**config.mk**
```make
export PLATFORM = sky130hd
export DESIGN_NAME = div_unit_param
export DESIGN_NICKNAME = d
export VERILOG_FILES = /design/src/rtl/div_unit_param.sv
export SDC_FILE = /design/constraint.sdc
export NUM_CORES = 1
export LEC_CHECK = 0
export ABC_AREA = 1
export BUFFER_PORTS_ARGS = -buffer_cell sky130_fd_sc_hd__buf_2
export CORE_UTILIZATION = 60
export CTS_CLUSTER_DIAMETER = 100
export DETAILED_ROUTE_END_ITERATION = 7
export PLACE_DENSITY = 0.81
export SLEW_MARGIN = 25
export SYNTH_ARGS = -nofsm -noshare
export SYNTH_HDL_FRONTEND = slang
export SYNTH_SLANG_ARGS = --single-unit
```
**constraint.sdc**
```tcl
create_clock -name clk -period 2.2 [get_ports clk]
set_input_delay 0.44 -clock clk [delete_from_list [all_inputs] [get_ports clk]]
set_output_delay 0.44 -clock clk [all_outputs]
set_load 0.05 [all_outputs]
```
**src/rtl/div_unit_param.sv**
```systemverilog
// Multi-cycle restoring divider (DIV/DIVU) for the MIPS datapath.
// Quotient goes to low (LO), remainder to high (HI); one quotient bit per CALC cycle.
module div_unit_param #(
    parameter int WIDTH = 32,
    parameter int CW    = $clog2(WIDTH) + 1
) (
    input  logic             clk,
    input  logic             rst,
    input  logic             start,
    input  logic             is_signed,
    input  logic [WIDTH-1:0] A,
    input  logic [WIDTH-1:0] B,
    output logic [WIDTH-1:0] high,
    output logic [WIDTH-1:0] low,
    output logic             busy,
    output logic             done,
    output logic             div0
);

    localparam logic [1:0] IDLE = 2'd0;
    localparam logic [1:0] CALC = 2'd1;
    localparam logic [1:0] FIX  = 2'd2;
    localparam logic [1:0] DONE = 2'd3;

    localparam logic [CW-1:0] LAST_STEP = CW'(WIDTH - 1);

    logic [1:0]       state_reg;
    logic [WIDTH-1:0] dividend_reg;   // shifts dividend out at the top, quotient bits in at the bottom
    logic [WIDTH-1:0] divisor_reg;
    logic [WIDTH:0]   rem_reg;
    logic [CW-1:0]    count_reg;
    logic             q_neg_reg;
    logic             r_neg_reg;

    logic             a_neg;
    logic             b_neg;
    logic [WIDTH-1:0] a_mag;
    logic [WIDTH-1:0] b_mag;
    logic [WIDTH:0]   rem_shift;
    logic [WIDTH:0]   rem_sub;
    logic             q_bit;

    always_comb begin
        a_neg     = is_signed & A[WIDTH-1];
        b_neg     = is_signed & B[WIDTH-1];
        a_mag     = a_neg ? -A : A;
        b_mag     = b_neg ? -B : B;
        rem_shift = (rem_reg << 1) | {{WIDTH{1'b0}}, dividend_reg[WIDTH-1]};
        rem_sub   = rem_shift - {1'b0, divisor_reg};
        q_bit     = (rem_shift >= {1'b0, divisor_reg});
    end

    always_ff @(posedge clk or negedge rst) begin
        if (!rst) begin
            state_reg    <= IDLE;
            dividend_reg <= '0;
            divisor_reg  <= '0;
            rem_reg      <= '0;
            count_reg    <= '0;
            q_neg_reg    <= 1'b0;
            r_neg_reg    <= 1'b0;
            high         <= '0;
            low          <= '0;
            div0         <= 1'b0;
        end else begin
            case (state_reg)
                IDLE: begin
                    if (start) begin
                        if (B == '0) begin
                            high      <= A;
                            low       <= '1;
                            div0      <= 1'b1;
                            state_reg <= DONE;
                        end else begin
                            dividend_reg <= a_mag;
                            divisor_reg  <= b_mag;
                            rem_reg      <= '0;
                            count_reg    <= '0;
                            q_neg_reg    <= a_neg ^ b_neg;
                            r_neg_reg    <= a_neg;
                            state_reg    <= CALC;
                        end
                    end
                end
                CALC: begin
                    rem_reg      <= q_bit ? rem_sub : rem_shift;
                    dividend_reg <= {dividend_reg[WIDTH-2:0], q_bit};
                    count_reg    <= count_reg + CW'(1);
                    if (count_reg == LAST_STEP)
                        state_reg <= FIX;
                end
                FIX: begin
                    // Most-negative / -1 wraps back to most-negative here.
                    low       <= q_neg_reg ? -dividend_reg : dividend_reg;
                    high      <= r_neg_reg ? -rem_reg[WIDTH-1:0] : rem_reg[WIDTH-1:0];
                    div0      <= 1'b0;
                    state_reg <= DONE;
                end
                default: begin
                    state_reg <= IDLE;
                end
            endcase
        end
    end

    assign busy = (state_reg == CALC) || (state_reg == FIX);
    assign done = (state_reg == DONE);

endmodule

```
==> metrics <==
total wire length 49800 um; pwr dens 1850 nW/um^2; CP Depth 13; Critical path destination rem_reg[5]$_DFFE_PN0P_; Max-Cap Viols 0; Final period util 101%; Fin. Hold Viols 0; Slew Limit Fails 0; worst slew pin tran 0.491 ns; ys async rst share 100%; DIE HEIGHT 155 um; status finished, violations left; WP buf/inv 2; Clk Latency, worst-skew pair 0.45 ns; clock sinks 171; ys flop type dfrtp_1; Critical Path AT 2.57 ns; worst path cell trace ha_4 > nand2_2 > inv_1 > nand2_1 > nand2_1 > a21oi_2 > nand2_2 > nor2_8 > nand2_8 > clkbuf_16 > nand2_1 > nand3_1 > o21ai_0; share of cells above drive strength 1 21.0%; DR DRC count 0; HPWL after DPL 38000 um; CP Class flop to flop; post-layout util 76.6%; reg2reg path depth 13; delay-heaviest family, CP simple AND/OR/NAND/NOR gates; Required @ worst endpoint 2.55 ns; crit-path most repeated cell nand2_1; mapped cell area 14100 um^2; grt total ovfl 0; Die X-Extent 155 um; gr usage total 41.0%; root buffer cell clkbuf_16; CP Max Fanout 8; largest net degree at the start of global routing 56; Hold Startpoint A[25]; TritonCTS Buffers 17; R2R Setup Slk -0.02 ns; # H-tree levels 4; slowest CP cell dfrtp_1; reg2reg end rem_reg[5]$_DFFE_PN0P_; Initial Util 61.7%; n_diodes 0; Worst Setup Start Kind flop; 1st-pass router iterations 7; Avg Inst Size Synth 6.30 um^2; RSZ-0062 raised after global routing yes; Yosys warning count 0; post-synthesis register bit count 171; failing checks negative setup slack; min Tclk post-route 2.22 ns; fin nets 2597; static leakage 9.13 nW; worst min path class primary input to flop; Yosys cell types 47; post-route ant nets 0; I/O Buffers 134; TritonCTS clock tree done; DR vias 16200; die footprint 24100 um^2; Syn Inst Count 2238; gpl congestion 1.02; total I/O pin count 135; sequential share of the synthesized area 30.4%; FP Rows 55; Post-synth EDFFs 0; Worst-path clk slew 0.08 ns; clk_skew 0.0154 ns; worst setup path start rem_reg[27]$_DFFE_PN0P_; syn nets 2349; post-placement cell count 2765; Max Clk Rate 450 MHz; Routed wire per std cell 17.7 um; maximum clock insertion buffer count 2; setup ws final -0.0215 ns; area grow syn2layout 24.2%; crit path capture type flop; slowest cell delay on critical path 0.45 ns; Non-Filler Instances 2812; Relative slew margins 67.3%; vias per inst 5.76; antenna violations before repair 0; reg-to-reg startpoint rem_reg[27]$_DFFE_PN0P_; final setup fails 6; vias in the first global route 14600; worst vdd ir 1.44 mV; first-pass GRT wire length 76300 um; Iteration-0 DRC Markers 2076; Core Region 22800 um^2
==> logic make-up (layout without fill, tap and decap cells) <==
group / after synthesis / count (layout) / share of synthesized area (%)
AOI/OAI and AO/OA: 230 / 230 / 9.20
xor gates and xnor gates: 76 / 76 / 4.72
adders and majority gates: 43 / 43 / 3.87
buffers and inverters: 382 / 643 / 11.4
DFF: 171 / 171 / 30.4
and+or+nand+nor: 1336 / 1336 / 40.4
==> synth_stat cells (3+ instances only) <==
| cell | count | area (um^2) |
|---|---|---|
| nor2_4 | 5 | 56.3 |
| nand2_2 | 6 | 37.5 |
| nand2_4 | 3 | 33.8 |
| nor3_1 | 18 | 90.1 |
| a21oi_2 | 4 | 35.0 |
| xnor2_1 | 15 | 131 |
| nand4_1 | 39 | 244 |
| ha_1 | 42 | 526 |
| inv_1 | 297 | 1110 |
| clkbuf_1 | 25 | 93.8 |
| and2_1 | 6 | 37.5 |
| nand3b_1 | 5 | 37.5 |
| dfrtp_1 | 171 | 4280 |
| buf_6 | 17 | 191 |
| o21ai_0 | 99 | 495 |
| inv_2 | 8 | 30.0 |
| or2_2 | 4 | 25.0 |
| clkinv_1 | 5 | 18.8 |
| o31ai_1 | 3 | 22.5 |
| nand3_2 | 5 | 50.1 |
| buf_4 | 7 | 52.6 |
| o21ai_1 | 31 | 155 |
| a21oi_1 | 51 | 255 |
| xor2_1 | 61 | 534 |
| o211ai_1 | 35 | 263 |
| buf_2 | 17 | 85.1 |
| nand3_1 | 266 | 1330 |
| buf_1 | 5 | 18.8 |
| nor2_2 | 12 | 75.1 |
| nor2_1 | 214 | 803 |
| nand2_1 | 746 | 2800 |
==> metrics by stage <==
stage                     hold WS (ns)  cell area (um^2)  power, W  setup slack, ns  TNS [ns]
final                            0.258             17500    0.0325          -0.0215   -0.0735
after detailed placement         0.354             16000    0.0259           -0.117     -1.37
after floorplan                  0.144             14100    0.0191            0.218         0
after global placement           0.348             16000    0.0256           -0.113     -1.11
after global routing             0.292             17500    0.0346           -0.113     -2.15
after CTS                        0.249             16700    0.0293          0.00324         0
==> power by group <==
group / switching [W] / leakage, nW / total [W] / internal (W)
registers: 0.00136 / 2.12 / 0.00596 / 0.00460
logic: 0.0148 / 6.72 / 0.0235 / 0.00864
clock network: 0.00151 / 0.291 / 0.00306 / 0.00155
==> how the worst min path moves through the flow <==
| stage | depth (start not counted) | to | slack, ns |
|---|---|---|---|
| 2_1_floorplan | 0 | count_reg[0]$_DFFE_PN0P_ | 0.14 |
| 3_3_place_gp | 1 | rem_reg[7]$_DFFE_PN0P_ | 0.35 |
| 3_5_place_dp | 1 | rem_reg[6]$_DFFE_PN0P_ | 0.35 |
| 4_1_cts | 3 | high[25]$_DFFE_PN0P_ | 0.25 |
| 5_1_grt | 3 | high[25]$_DFFE_PN0P_ | 0.29 |
| 6_report | 3 | high[25]$_DFFE_PN0P_ | 0.26 |
==> per-layer routing <==
layer	global-route usage, %	up-vias	routed length, um	part of all wire [%]
li1	-	7621	-	-
met1	60.3	7377	21000	42
met2	60.6	1074	20900	42
met3	8.72	123	6490	13
met4	11.9	0	1490	3.0
met5	0	-	0	0
==> worst reg2reg max path, cell delays in order, from the launching register on <==
cell       delay [ns]
dfrtp_1          0.45
ha_4             0.29
nand2_2          0.11
inv_1            0.06
nand2_1          0.10
nand2_1          0.07
a21oi_2          0.19
nand2_2          0.11
nor2_8           0.24
nand2_8          0.11
clkbuf_16        0.18
nand2_1          0.06
nand3_1          0.07
o21ai_0          0.10
==> cells in the final DEF, fill, tap and decap left out, types with 3 or more instances in the layout <==
master	netlist	layout
nand2_1	746	708
inv_1	297	267
nand3_1	266	256
nor2_1	214	193
dfrtp_1	171	170
buf_4	7	142
buf_2	17	133
o21ai_0	99	96
xor2_1	61	61
a21oi_1	51	43
nand4_1	39	39
nand2_2	6	38
inv_2	8	37
o211ai_1	35	35
o21ai_1	31	32
nor2_2	12	28
ha_4	0	26
clkbuf_16	0	21
nor3_1	18	17
buf_12	0	16
nand3_2	5	15
ha_1	42	15
xnor2_1	15	14
nor2_4	5	10
a21oi_2	4	10
nand2_4	3	8
inv_8	0	7
and2_1	6	6
clkinv_1	5	5
nand3b_1	5	5
or2_2	4	4
o21ai_2	1	3
clkinv_4	0	3
buf_6	17	3
==> what timing repair did <==
| item | CTS | global route |
|---|---|---|
| gates resized for setup | 19 | 152 |
| buffers inserted | 0 | 10 |
| endpoints found under the hold margin | 28 | 0 |
| gates cloned | 0 | 4 |
| endpoints found under the setup margin | 30 | 54 |
| hold buffers | 1 | 0 |
| pin swaps | 0 | 10 |
==> final cells by class <==
class / count / area [um^2]
Clock inverter: 14 / 144
Multi-Input combinational cell: 1685 / 8870
Sequential cell: 171 / 4280
Tap cell: 313 / 392
Clock buffer: 18 / 439
Fill cell: 1857 / 5340
Inverter: 311 / 1170
Timing Repair Buffer: 300 / 2210
(Power assumes the default switching activity.)
